===== config.mk =====
export PLATFORM = sky130hd
export DESIGN_NAME = dcache_snoop_responder
export DESIGN_NICKNAME = d
export VERILOG_FILES = /design/src/rtl/dcache_snoop_responder.sv
export SDC_FILE = /design/constraint.sdc
export NUM_CORES = 1
export LEC_CHECK = 0
export ABC_AREA = 0
export BUFFER_PORTS_ARGS = -buffer_cell sky130_fd_sc_hd__buf_2
export CAP_MARGIN = 20
export CORE_MARGIN = 5
export CORE_UTILIZATION = 30
export DETAILED_ROUTE_END_ITERATION = 8
export GPL_TIMING_DRIVEN = 0
export PLACE_DENSITY = 0.59
export SYNTH_ARGS = -nofsm -noshare
export SYNTH_HDL_FRONTEND = slang
export SYNTH_SLANG_ARGS = --single-unit

===== constraint.sdc =====
create_clock -name CLK -period 2.5 [get_ports CLK]
set_input_delay 0.5 -clock CLK [delete_from_list [all_inputs] [get_ports CLK]]
set_output_delay 0.5 -clock CLK [all_outputs]
set_load 0.02 [all_outputs]

===== src/rtl/dcache_snoop_responder.sv =====
// rtl/dcache_snoop_responder.sv - MSI snoop responder for one data cache
//
// Answers coherence snoops from the bus controller. A snoop is latched when
// ccwait is seen in IDLE, the indexed set is looked up once, a dirty block is
// supplied word by word, and the MSI transition (M->S or invalidate) is
// written back through a one-cycle update strobe.
//
// Ports:
//   CLK, nRST            clock, asynchronous active-low reset
//   ccwait, ccinv        snoop request and its invalidate qualifier
//   ccsnoopaddr          snooped byte address
//   dwait                controller stall for the supplied word
//   cctrans              responder is mid-transition
//   ccwrite              block was dirty and is being supplied
//   snoop_daddr/_dstore  supplied word address and data
//   snoop_active         cache FSM must keep off the array
//   arr_idx              set index for the combinational array read
//   arr_tag/_valid/_dirty/_data  contents of the indexed set
//   upd_en/_way/_valid/_dirty    state write-back strobe and new state
module dcache_snoop_responder #(
    parameter int SETS = 8,
    parameter int WAYS = 2,
    localparam int IDXW = $clog2(SETS),
    localparam int TAGW = 29 - IDXW,
    localparam int WAYW = $clog2(WAYS)
) (
    input  logic                   CLK,
    input  logic                   nRST,
    input  logic                   ccwait,
    input  logic                   ccinv,
    input  logic [31:0]            ccsnoopaddr,
    input  logic                   dwait,
    output logic                   cctrans,
    output logic                   ccwrite,
    output logic [31:0]            snoop_daddr,
    output logic [31:0]            snoop_dstore,
    output logic                   snoop_active,
    output logic [IDXW-1:0]        arr_idx,
    input  logic [WAYS*TAGW-1:0]   arr_tag,
    input  logic [WAYS-1:0]        arr_valid,
    input  logic [WAYS-1:0]        arr_dirty,
    input  logic [WAYS*64-1:0]     arr_data,
    output logic                   upd_en,
    output logic [WAYW-1:0]        upd_way,
    output logic                   upd_valid,
    output logic                   upd_dirty
);

    typedef enum logic [2:0] {
        IDLE    = 3'd0,
        LOOKUP  = 3'd1,
        SUPPLY0 = 3'd2,
        SUPPLY1 = 3'd3,
        UPDATE  = 3'd4,
        DONE    = 3'd5
    } state_t;

    state_t            state_q, state_d;
    logic [TAGW-1:0]   tag_q, tag_d;
    logic [IDXW-1:0]   idx_q, idx_d;
    logic              inv_q, inv_d;
    logic [WAYW-1:0]   way_q, way_d;
    logic              dirty_q, dirty_d;
    logic [63:0]       data_q, data_d;

    logic              cctrans_q, cctrans_d;
    logic              ccwrite_q, ccwrite_d;
    logic [31:0]       snoop_daddr_q, snoop_daddr_d;
    logic [31:0]       snoop_dstore_q, snoop_dstore_d;
    logic              snoop_active_q, snoop_active_d;
    logic              upd_en_q, upd_en_d;
    logic [WAYW-1:0]   upd_way_q, upd_way_d;
    logic              upd_valid_q, upd_valid_d;

    logic              hit;
    logic [WAYW-1:0]   hit_way;
    logic              hit_dirty;
    logic [63:0]       hit_data;

    // Word and byte offset bits never matter: the whole block is supplied.
    logic unused_offset_bits;
    assign unused_offset_bits = ^ccsnoopaddr[2:0];

    // Scan from the top way down so the lowest matching way is the one kept.
    always_comb begin
        hit       = 1'b0;
        hit_way   = '0;
        hit_dirty = 1'b0;
        hit_data  = '0;
        for (int w = WAYS - 1; w >= 0; w--) begin
            if (arr_valid[w] && arr_tag[w*TAGW +: TAGW] == tag_q) begin
                hit       = 1'b1;
                hit_way   = WAYW'(w);
                hit_dirty = arr_dirty[w];
                hit_data  = arr_data[w*64 +: 64];
            end
        end
    end

    always_comb begin
        state_d = state_q;
        tag_d   = tag_q;
        idx_d   = idx_q;
        inv_d   = inv_q;
        way_d   = way_q;
        dirty_d = dirty_q;
        data_d  = data_q;

        case (state_q)
            IDLE: begin
                if (ccwait) begin
                    tag_d   = ccsnoopaddr[31:IDXW+3];
                    idx_d   = ccsnoopaddr[IDXW+2:3];
                    inv_d   = ccinv;
                    state_d = LOOKUP;
                end
            end
            LOOKUP: begin
                // Block data is captured here so the supplied words stay
                // stable however long the controller stalls.
                way_d   = hit_way;
                dirty_d = hit && hit_dirty;
                data_d  = hit_data;
                if (hit && hit_dirty)  state_d = SUPPLY0;
                else if (hit && inv_q) state_d = UPDATE;
                else                   state_d = DONE;
            end
            SUPPLY0: if (!dwait) state_d = SUPPLY1;
            SUPPLY1: if (!dwait) state_d = UPDATE;
            UPDATE:  state_d = DONE;
            DONE:    if (!ccwait) state_d = IDLE;
            default: state_d = IDLE;
        endcase

        // Outputs are decoded from the next state and registered, so none
        // of them has a combinational path from an input.
        snoop_active_d = (state_d != IDLE);
        cctrans_d      = (state_d == LOOKUP) || (state_d == SUPPLY0) ||
                         (state_d == SUPPLY1) || (state_d == UPDATE);
        ccwrite_d      = dirty_d && ((state_d == SUPPLY0) || (state_d == SUPPLY1) ||
                                     (state_d == UPDATE) || (state_d == DONE));
        upd_en_d       = (state_d == UPDATE);
        upd_way_d      = (state_d == UPDATE) ? way_d : '0;
        upd_valid_d    = (state_d == UPDATE) && !inv_d;
        snoop_daddr_d  = '0;
        snoop_dstore_d = '0;
        if (state_d == SUPPLY0) begin
            snoop_daddr_d  = {tag_d, idx_d, 3'b000};
            snoop_dstore_d = data_d[31:0];
        end else if (state_d == SUPPLY1) begin
            snoop_daddr_d  = {tag_d, idx_d, 3'b100};
            snoop_dstore_d = data_d[63:32];
        end
    end

    always_ff @(posedge CLK or negedge nRST) begin
        if (!nRST) begin
            state_q        <= IDLE;
            tag_q          <= '0;
            idx_q          <= '0;
            inv_q          <= 1'b0;
            way_q          <= '0;
            dirty_q        <= 1'b0;
            data_q         <= '0;
            cctrans_q      <= 1'b0;
            ccwrite_q      <= 1'b0;
            snoop_daddr_q  <= '0;
            snoop_dstore_q <= '0;
            snoop_active_q <= 1'b0;
            upd_en_q       <= 1'b0;
            upd_way_q      <= '0;
            upd_valid_q    <= 1'b0;
        end else begin
            state_q        <= state_d;
            tag_q          <= tag_d;
            idx_q          <= idx_d;
            inv_q          <= inv_d;
            way_q          <= way_d;
            dirty_q        <= dirty_d;
            data_q         <= data_d;
            cctrans_q      <= cctrans_d;
            ccwrite_q      <= ccwrite_d;
            snoop_daddr_q  <= snoop_daddr_d;
            snoop_dstore_q <= snoop_dstore_d;
            snoop_active_q <= snoop_active_d;
            upd_en_q       <= upd_en_d;
            upd_way_q      <= upd_way_d;
            upd_valid_q    <= upd_valid_d;
        end
    end

    assign cctrans      = cctrans_q;
    assign ccwrite      = ccwrite_q;
    assign snoop_daddr  = snoop_daddr_q;
    assign snoop_dstore = snoop_dstore_q;
    assign snoop_active = snoop_active_q;
    assign arr_idx      = idx_q;
    assign upd_en       = upd_en_q;
    assign upd_way      = upd_way_q;
    assign upd_valid    = upd_valid_q;
    // A snoop never leaves a block dirty.
    assign upd_dirty    = 1'b0;

endmodule


# Yosys cells after proc, flatten, opt, wreduce, memory -nomap -nowiden
# Index checks and enable logic that the tools add are counted.
[totals] ram_bits=0 mem_bits_ro=0 latch_bits=0 n_memories=0 in_bits=221 reg_bits=169 output_inout_bits=74
[classes] mux=28 n_reduce_logical=15 multipliers=0 n_div=0 eq_ne=12 n_bitwise=0 add_sub_neg=0 shifts=0 magnitude_cmp=0
[op_table] operator="64-bit 2-to-1 mux" count=3
[op_table] operator="32-bit 2-to-1 mux" count=4
[op_table] operator="26-bit equality test" count=2
[op_table] operator="26-bit 2-to-1 mux" count=2
[op_table] operator="3-bit 2-to-1 mux" count=7
[op_table] operator="3-bit case mux with 6 select lines" count=1
[op_table] operator="3-bit by 2-bit equality test with 1-bit output, second input constant" count=4
[op_table] operator="3-bit equality test, second input constant" count=4
[op_table] operator="1-bit 2-to-1 mux" count=11
[op_table] operator="3-bit by 1-bit equality test with 1-bit output, second input constant" count=2
[op_table] operator="1-bit logical AND" count=6
[op_table] operator="1-bit logical OR" count=6
[op_table] operator="3-bit zero test" count=1
[op_table] operator="3-bit nonzero test" count=1
[op_table] operator="1-bit zero test" count=1

# Longest topological paths before layout
# Gate-level depths: netlist of run 1.
[depth] depth_word=13 ltp_mapped=9 mapped_depth_nobuf=7

# Worst setup path before layout of run 1
# OpenSTA, ideal clock, no wires.
[synth_path] path_kind="input to register" start="input arr_tag[18]" end="register cctrans_q, in the netlist cctrans" slack_ps=-68 cell_stages=8 setup_time_ps=128 path_buffers=2 arrival_time_ps=2440 path_cell_list="xnor2_1 -> nand4_1 -> or4_1 -> buf_2 -> o31a_1 -> a211o_1 -> buf_6 -> mux2_1"
[synth_between] elab_chain_cells=11 word_cells_on_any_way=16
[synth_lines] element="from (decl)" line_no="39" text="input logic [WAYS*TAGW-1:0] arr_tag,"
[synth_lines] element="26-bit equality test *" line_no="91" text="if (arr_valid[w] && arr_tag[w*TAGW +: TAGW] == tag_q) begin"
[synth_lines] element="1-bit logical AND *" line_no="91"
[synth_lines] element="1-bit 2-to-1 mux" line_no="91"
[synth_lines] element="1-bit logical AND" line_no="125" text="else if (hit && inv_q) state_d = UPDATE;"
[synth_lines] element="1-bit 2-to-1 mux" line_no="125"
[synth_lines] element="3-bit 2-to-1 mux *" line_no="124" text="if (hit && hit_dirty) state_d = SUPPLY0;"
[synth_lines] element="3-bit case mux with 6 select lines *" line_no="109" text="case (state_q)"
[synth_lines] element="3-bit by 1-bit equality test with 1-bit output / 3-bit by 2-bit equality test with 1-bit output (equally long branches)" line_no="138" text="cctrans_d = (state_d == LOOKUP) || (state_d == SUPPLY0) ||"
[synth_lines] element="1-bit logical OR (2 in series)" line_no="138"
[synth_lines] element="1-bit logical OR *" line_no="139" text="(state_d == SUPPLY1) || (state_d == UPDATE);"
[synth_lines] element="via cctrans_d" line_no="66" text="logic cctrans_q, cctrans_d;"
[synth_lines] element="to (signal assigned)" line_no="181" text="cctrans_q <= cctrans_d;"
[synth_lines] element="to (decl)" line_no="66"
# Mark *: on every way through the listed nets, which the timed path passes. The rest lies on a longest branch.

# Final worst setup path of run 1
[layout_path] start="register tag_q[24]" end="register snoop_dstore_q[31], in the netlist snoop_dstore[31]"
[layout_between] elab_chain_cells=11 word_cells_on_any_way=20
[layout_lines] element="from (decl)" line_no="59" text="logic [TAGW-1:0] tag_q, tag_d;"
[layout_lines] element="from (signal assigned)" line_no="175" text="tag_q <= tag_d;"
[layout_lines] element="26-bit equality test" line_no="91"
[layout_lines] element="1-bit logical AND" line_no="91"
[layout_lines] element="1-bit 2-to-1 mux (2 in series)" line_no="91"
[layout_lines] element="1-bit logical AND" line_no="125"
[layout_lines] element="1-bit 2-to-1 mux" line_no="125"
[layout_lines] element="3-bit 2-to-1 mux" line_no="124"
[layout_lines] element="3-bit case mux with 6 select lines" line_no="109"
[layout_lines] element="3-bit by 2-bit equality test with 1-bit output" line_no="150" text="end else if (state_d == SUPPLY1) begin"
[layout_lines] element="32-bit 2-to-1 mux" line_no="150"
[layout_lines] element="32-bit 2-to-1 mux *" line_no="147" text="if (state_d == SUPPLY0) begin"
[layout_lines] element="via snoop_dstore_d[31]" line_no="69" text="logic [31:0] snoop_dstore_q, snoop_dstore_d;"
[layout_lines] element="to (signal assigned)" line_no="184" text="snoop_dstore_q <= snoop_dstore_d;"
[layout_lines] element="to (decl)" line_no="69"
# Marked as above.

==> impl_metrics.csv, run 1 <==
group,metric,value,unit
status,outcome,"finished with violations",
status,violations,"setup timing",
worst_hold_path,hold_class,"input port to flip-flop",
floorplanning,die_w,178,um
global_routing,grt_pass1_vias,7803,
sta,final-hold-violation-count,0,
detailed_routing,wl,30100,um
global_routing,grt_antenna_before_repair,7,
sta,finalCritPeriodShare,1.07,
synthesis,synth_most_common_cell,"dfrtp_1",
clock_network,cts_tree,"done",
placed_design,place_congestion,0.860,
sta,setup_tns,-5.69,ns
detailed_routing,vias,7584,
sta,min_period,2.68,ns
floorplanning,fp.dieArea,31600,um^2
placed_design,io_buffer_count,288,
worst_setup_path,worstPathArrival,3.00,ns
detailed_routing,vias_per_cell,4.91,
detailed_routing,drc,0,
floorplanning,fp.coreArea,27800,um^2
layout,fin_util,0.436,
synthesis,synth_async_sr_flop_share,1.00,
worst_setup_path,cp-start-kind,"flip-flop",
sta,worstMarginPinSlew,1.07,ns
sta,skew,0.0214,ns
detailed_routing,ant_nets,0,
clock_network,htree_num_levels,4,
layout,areaGrowthSynthToFinish,43.2,%
worst_setup_path,worstPathMaxFanout,8,
sta,fin_hold_ws,0.309,ns
layout,stdcell_count,1546,
layout,fin_nets,1371,
worst_setup_path,critPathRequiredTime,2.83,ns
sta,slew_violations,0,
synthesis,synth_edf_count,0,
synthesis,synth_cell_type_count,43,
clock_network,numCtsBuffers,17,
synthesis,ys_seq_area_frac,0.494,
synthesis,netlist_instances,818,
detailed_routing,wl_per_cell,19.4,um
placed_design,dp_cells,1488,
detailed_routing,dr.pass1.iters,5,
detailed_routing,first_iter_violations,367,
sta,timing.slew.headroom,0.279,
synthesis,ys_ff_latch,167,
synthesis,netlist_area,8460,um^2
clock_network,root_buffer,"clkbuf_16",
clock_network,clock_latency,0.43,ns
worst_setup_path,crit_path_end_kind,"flip-flop",
synthesis,synth_area_per_cell,10.3,um^2
power,ir_worst_vdd,0.424,mV
floorplanning,start_util,0.304,
worst_setup_path,critPathKind,"flip-flop to flip-flop",
sta,rsz0062_at_grt,"yes",
synthesis,ys_warn_count,0,
global_routing,grt_max_degree,118,
synthesis,synth_top_area_cell,"dfrtp_1",
synthesis,yosys-top-cells-area,"dfrtp_1, nor2_1, o31ai_4, mux2_2, xnor2_1",
clock_network,clk_pin_slew,0.08,ns
sta,setup_viol,66,
global_routing,grt_usage,0.185,
power,leakage,5.88,nW
synthesis,synth.top_cell.area_share,0.494,
clock_network,clockBufferDepth,2,
layout,regArea,4190,um^2
floorplanning,rows,61,
floorplanning,num_io_pins,295,
clock_network,cts.sinks,167,
placed_design,dp_slack,-0.743,ns
layout,drive_gt1_frac,0.458,
synthesis,netlist_top_cells_count,"dfrtp_1, nor2_1, inv_1",
placed_design,dp_hpwl,22300,um
power,cellPowerDensity,1010,nW/um^2
sta,fmax,0.374,GHz
sta,setup_slack,-0.176,ns
synthesis,synthFlopType,"dfrtp_1",
layout,n_fill_cell,2780,
floorplanning,dieHeight,178,um
global_routing,grt_overflow,0,
layout,multi_input_area,4420,um^2
global_routing,grt_pass1_wl,44600,um
run,drv_cap,0,
[logic make-up (layout without fill, tap and decap cells)]
family          count (synthesis)  in the layout  synth area share
compound gates                204            204             0.219
other cells                     1              8          0.000443
buf+inv                       139            482            0.0672
simple gates                  223            223             0.123
flops                         167            167             0.494
xor+xnor                       52             52            0.0539
mux                            32             32            0.0426
[registers in the layout (all words and copies together), names as in the netlist]
name,cells
cctrans,1
state_q,3
upd_en,1
dirty_q,1
ccwrite,1
upd_valid,1
tag_q,26
inv_q,1
upd_way,1
way_q,1
arr_idx,3
snoop_daddr,30
snoop_active,1
data_q,64
snoop_dstore,32
[power breakdown]
group,switching (W),total (W),internal (W)
clock network,0.00127,0.00260,0.00133
logic,0.00315,0.00545,0.00230
registers,0.000587,0.00415,0.00356
[critical path, stage by stage, from the launching register on]
cell and delay [ns]:
dfrtp_2 0.46, xnor2_4 0.18, nand4_1 0.15, or4_1 0.56, buf_6 0.15, o31a_1 0.23
a211o_1 0.30, buf_12 0.17, buf_8 0.13, o31ai_4 0.22
[final cells by class]
class	count	area share
clock buffer	17	0.0351
multi-input combinational	514	0.365
clock inverter	15	0.0127
buffer	69	0.0371
inverter	68	0.0211
antenna	5	0.00103
tap	378	0.0390
timing repair buffer	313	0.143
sequential	167	0.346
[stage by stage]
stage	power (W)	area [um^2]
floorplan	0.00744	8570
global placement	0.00881	10500
detailed placement	0.00891	10500
CTS	0.0120	11700
global route	0.0130	12100
finish	0.0122	12100
[metal layers]
layer	wire length, um	track usage
met1	12700	0.238
met3	1420	0.0379
met2	15400	0.315
met4	426	0.0525
met5	31	0
[layout by cell type, fill, tap and decap left out, drive strengths merged, types with 16 or more instances in the layout]
master	count
nor2	141
o2111ai	34
nand4	16
a41oi	32
o21ai	33
a221oi	32
clkbuf	71
inv	75
mux2	32
xnor2	37
and2	30
o31ai	33
buf	327
a21o	32
dfrtp	167
[path summary, 6_finish.rpt]
kind	slack, ns	to	cells past startpoint	from
setup / recovery	-0.18	snoop_dstore[31]	9	tag_q[24]
hold / removal	0.31	data_q[46]	3	arr_data[46]
setup reg to reg	-0.18	snoop_dstore[31]	9	tag_q[24]
hold reg to reg	0.50	dirty_q	2	dirty_q
max in group asynchronous	0.94	way_q	3	nRST
min in group asynchronous	0.56	snoop_daddr[9]	2	nRST
[repair_timing]
item                       4_1_cts  5_1_grt
hold endpoints to repair        50        0
buffers inserted                14        5
cloned                           1        2
pin swaps                       20       37
gates resized for setup         93       95
hold buffers                     1        0
setup endpoints to repair      133      129
Power figures use the tool's default switching activity.
==> run 2, diff against run 1 <==
--- a/config.mk
+++ b/config.mk
@@ -9,10 +9,10 @@
 export BUFFER_PORTS_ARGS = -buffer_cell sky130_fd_sc_hd__buf_2
 export CAP_MARGIN = 20
 export CORE_MARGIN = 5
-export CORE_UTILIZATION = 30
+export CORE_UTILIZATION = 45
 export DETAILED_ROUTE_END_ITERATION = 8
 export GPL_TIMING_DRIVEN = 0
-export PLACE_DENSITY = 0.59
+export PLACE_DENSITY = 0.81
 export SYNTH_ARGS = -nofsm -noshare
 export SYNTH_HDL_FRONTEND = slang
 export SYNTH_SLANG_ARGS = --single-unit
==> run 2 against run 1 <==
Against the previous run: the run still ends with setup timing left; final cell count down 9.8%; power increased by 3.6%; critical path depth decreased by 1; largest power group unchanged.
==> impl_metrics.csv, run 2 (synthesis gave the netlist of run 1 again) <==
group,metric,value,unit
status,outcome,"finished with violations",
status,violations,"setup timing",
power,switchingPower,0.00496,W
sta,finalCritPeriodShare,1.08,
clock_network,ctsHoldBuffers,0,
detailed_routing,vias,7894,
global_routing,grt_overflow,0,
layout,drive_gt1_frac,0.440,
worst_setup_path,cp_num_buf_inv,2,
global_routing,grt_max_degree,88,
sta,worstMarginPinSlew,0.731,ns
power,seqPwrFrac,0.330,
floorplanning,die_w,147,um
clock_network,htree_num_levels,4,
power,pwr-share-clk,0.222,
floorplanning,rows,50,
worst_setup_path,cp-start-kind,"flip-flop",
sta,skew,0.0135,ns
clock_network,clk_pin_slew,0.06,ns
worst_hold_path,hold_class,"input port to async pin",
placed_design,dp_slack,-0.792,ns
detailed_routing,vias_per_cell,5.66,
placed_design,io_buffer_count,288,
detailed_routing,top_layer,"met4",
floorplanning,dieHeight,147,um
run,drv_cap,0,
power,leakage,5.85,nW
worst_setup_path,crit_path_end_kind,"flip-flop",
worst_setup_path,cpPeakStageDelay,0.44,ns
power,cellPowerDensity,1080,nW/um^2
layout,largest_reg_flops,64,
layout,areaGrowthSynthToFinish,38.9,%
sta,rsz0062_at_grt,"yes",
clock_network,clockBufferDepth,2,
sta,timing.slew.headroom,0.512,
layout,fin_util,0.632,
detailed_routing,dr_wl_met2,14000,um
detailed_routing,wl_met3,2010,um
clock_network,clock_latency,0.43,ns
layout,top_register,"data_q",
layout,final_cell_mix,"buf_2, dfrtp_1, nor2_1",
worst_setup_path,critPathSlowestCell,"dfrtp_1",
sta,slew_violations,0,
detailed_routing,wl_per_cell,20.8,um
worst_setup_path,worstPathMaxFanout,6,
sta,fin_hold_ws,0.0372,ns
detailed_routing,dr.pass1.iters,8,
sta,fmax,0.372,GHz
global_routing,grt_usage,0.257,
layout,final_common_cell,"buf_2",
sta,min_period,2.69,ns
worst_setup_path,critPathRequiredTime,2.83,ns
power,ir_worst_vdd,0.555,mV
clock_network,cts_tree,"done",
sta,setup_slack,-0.188,ns
worst_setup_path,cp_cell_sequence,"xnor2_1, nand4_1, or3_4, o31a_1, a211o_4, buf_12, buf_16, o31ai_2",
clock_network,cts.sinks,167,
power,pwr-share-comb,0.448,
power,swShare,0.392,
sta,setup_viol,62,
layout,fin_nets,1370,
placed_design,place_congestion,0.865,
worst_setup_path,worstPathArrival,3.01,ns
clock_network,root_buffer,"clkbuf_16",
detailed_routing,met1Wirelength,11900,um
sta,final-hold-violation-count,0,
floorplanning,fp.dieArea,21600,um^2
global_routing,grt_antenna_before_repair,1,
placed_design,dp_hpwl,20400,um
detailed_routing,drc,0,
layout,n_fill_cell,1435,
global_routing,grt_pass1_vias,8055,
clock_network,numCtsBuffers,17,
floorplanning,start_util,0.455,
global_routing,grt_pass1_wl,43300,um
detailed_routing,first_iter_violations,674,
power,internal_power,0.00767,W
floorplanning,fp.coreArea,18600,um^2
worst_setup_path,critical_path.top_delay_family,"compound AO/OA/AOI/OAI gates",
detailed_routing,ant_nets,0,
floorplanning,num_io_pins,295,
detailed_routing,wl,29000,um
worst_setup_path,critPathKind,"flip-flop to flip-flop",
run 2: per-stage QoR:
stage               cells  instance area (um^2)  total power (W)  TNS [ns]
finish               1395                 11700           0.0126     -6.09
global placement     1342                 10300          0.00864   -364.79
detailed placement   1343                 10300          0.00885    -71.07
global route         1395                 11700           0.0133    -11.10
floorplan             820                  8570          0.00744         0
CTS                  1385                 11400           0.0122     -5.61
run 2: path summary, 6_finish.rpt:
check / slack (ns) / cells past startpoint / from / to
worst max register to register: -0.19 / 8 / tag_q[23] / snoop_dstore[2]
worst min register to register: 0.49 / 2 / dirty_q / dirty_q
max in group asynchronous: 1.57 / 2 / nRST / data_q[5]
min in group CLK: 0.32 / 2 / ccsnoopaddr[6] / tag_q[0]
worst min-delay path: 0.04 / 1 / nRST / tag_q[0]
worst max-delay path: -0.19 / 8 / tag_q[23] / snoop_dstore[2]
run 2: per-layer routing:
layer  global-route usage  vias up
li1                     -     3566
met1                0.338     3839
met3               0.0555       84
met4                0.110        0
met2                0.414      405
met5                    0        -
run 2: final cells by class:
cell class	count	area, um^2	area share
flip-flops and latches	167	4190	0.356
clock inverters	11	171	0.0146
multi-input cells	514	4260	0.363
repair buffers	314	1740	0.148
clock buffers	19	443	0.0377
inverters	68	255	0.0217
diodes	1	2.50	0.000213
plain buffers	67	384	0.0327
well taps	234	293	0.0249
run 2: timing repair:
action,CTS,global route
setup buffers,11,11
pin swaps,16,17
resized for setup,64,92
endpoints found under the setup margin,133,129
gates cloned,3,0
run 2: power groups by stage:
stage	registers [W]	clock network, W	logic, W
2_1_floorplan	0.00409	0	0.00336
3_3_place_gp	0.00411	0	0.00453
3_5_place_dp	0.00416	0	0.00468
4_1_cts	0.00414	0.00283	0.00525
5_1_grt	0.00427	0.00293	0.00612
6_report	0.00417	0.00281	0.00566
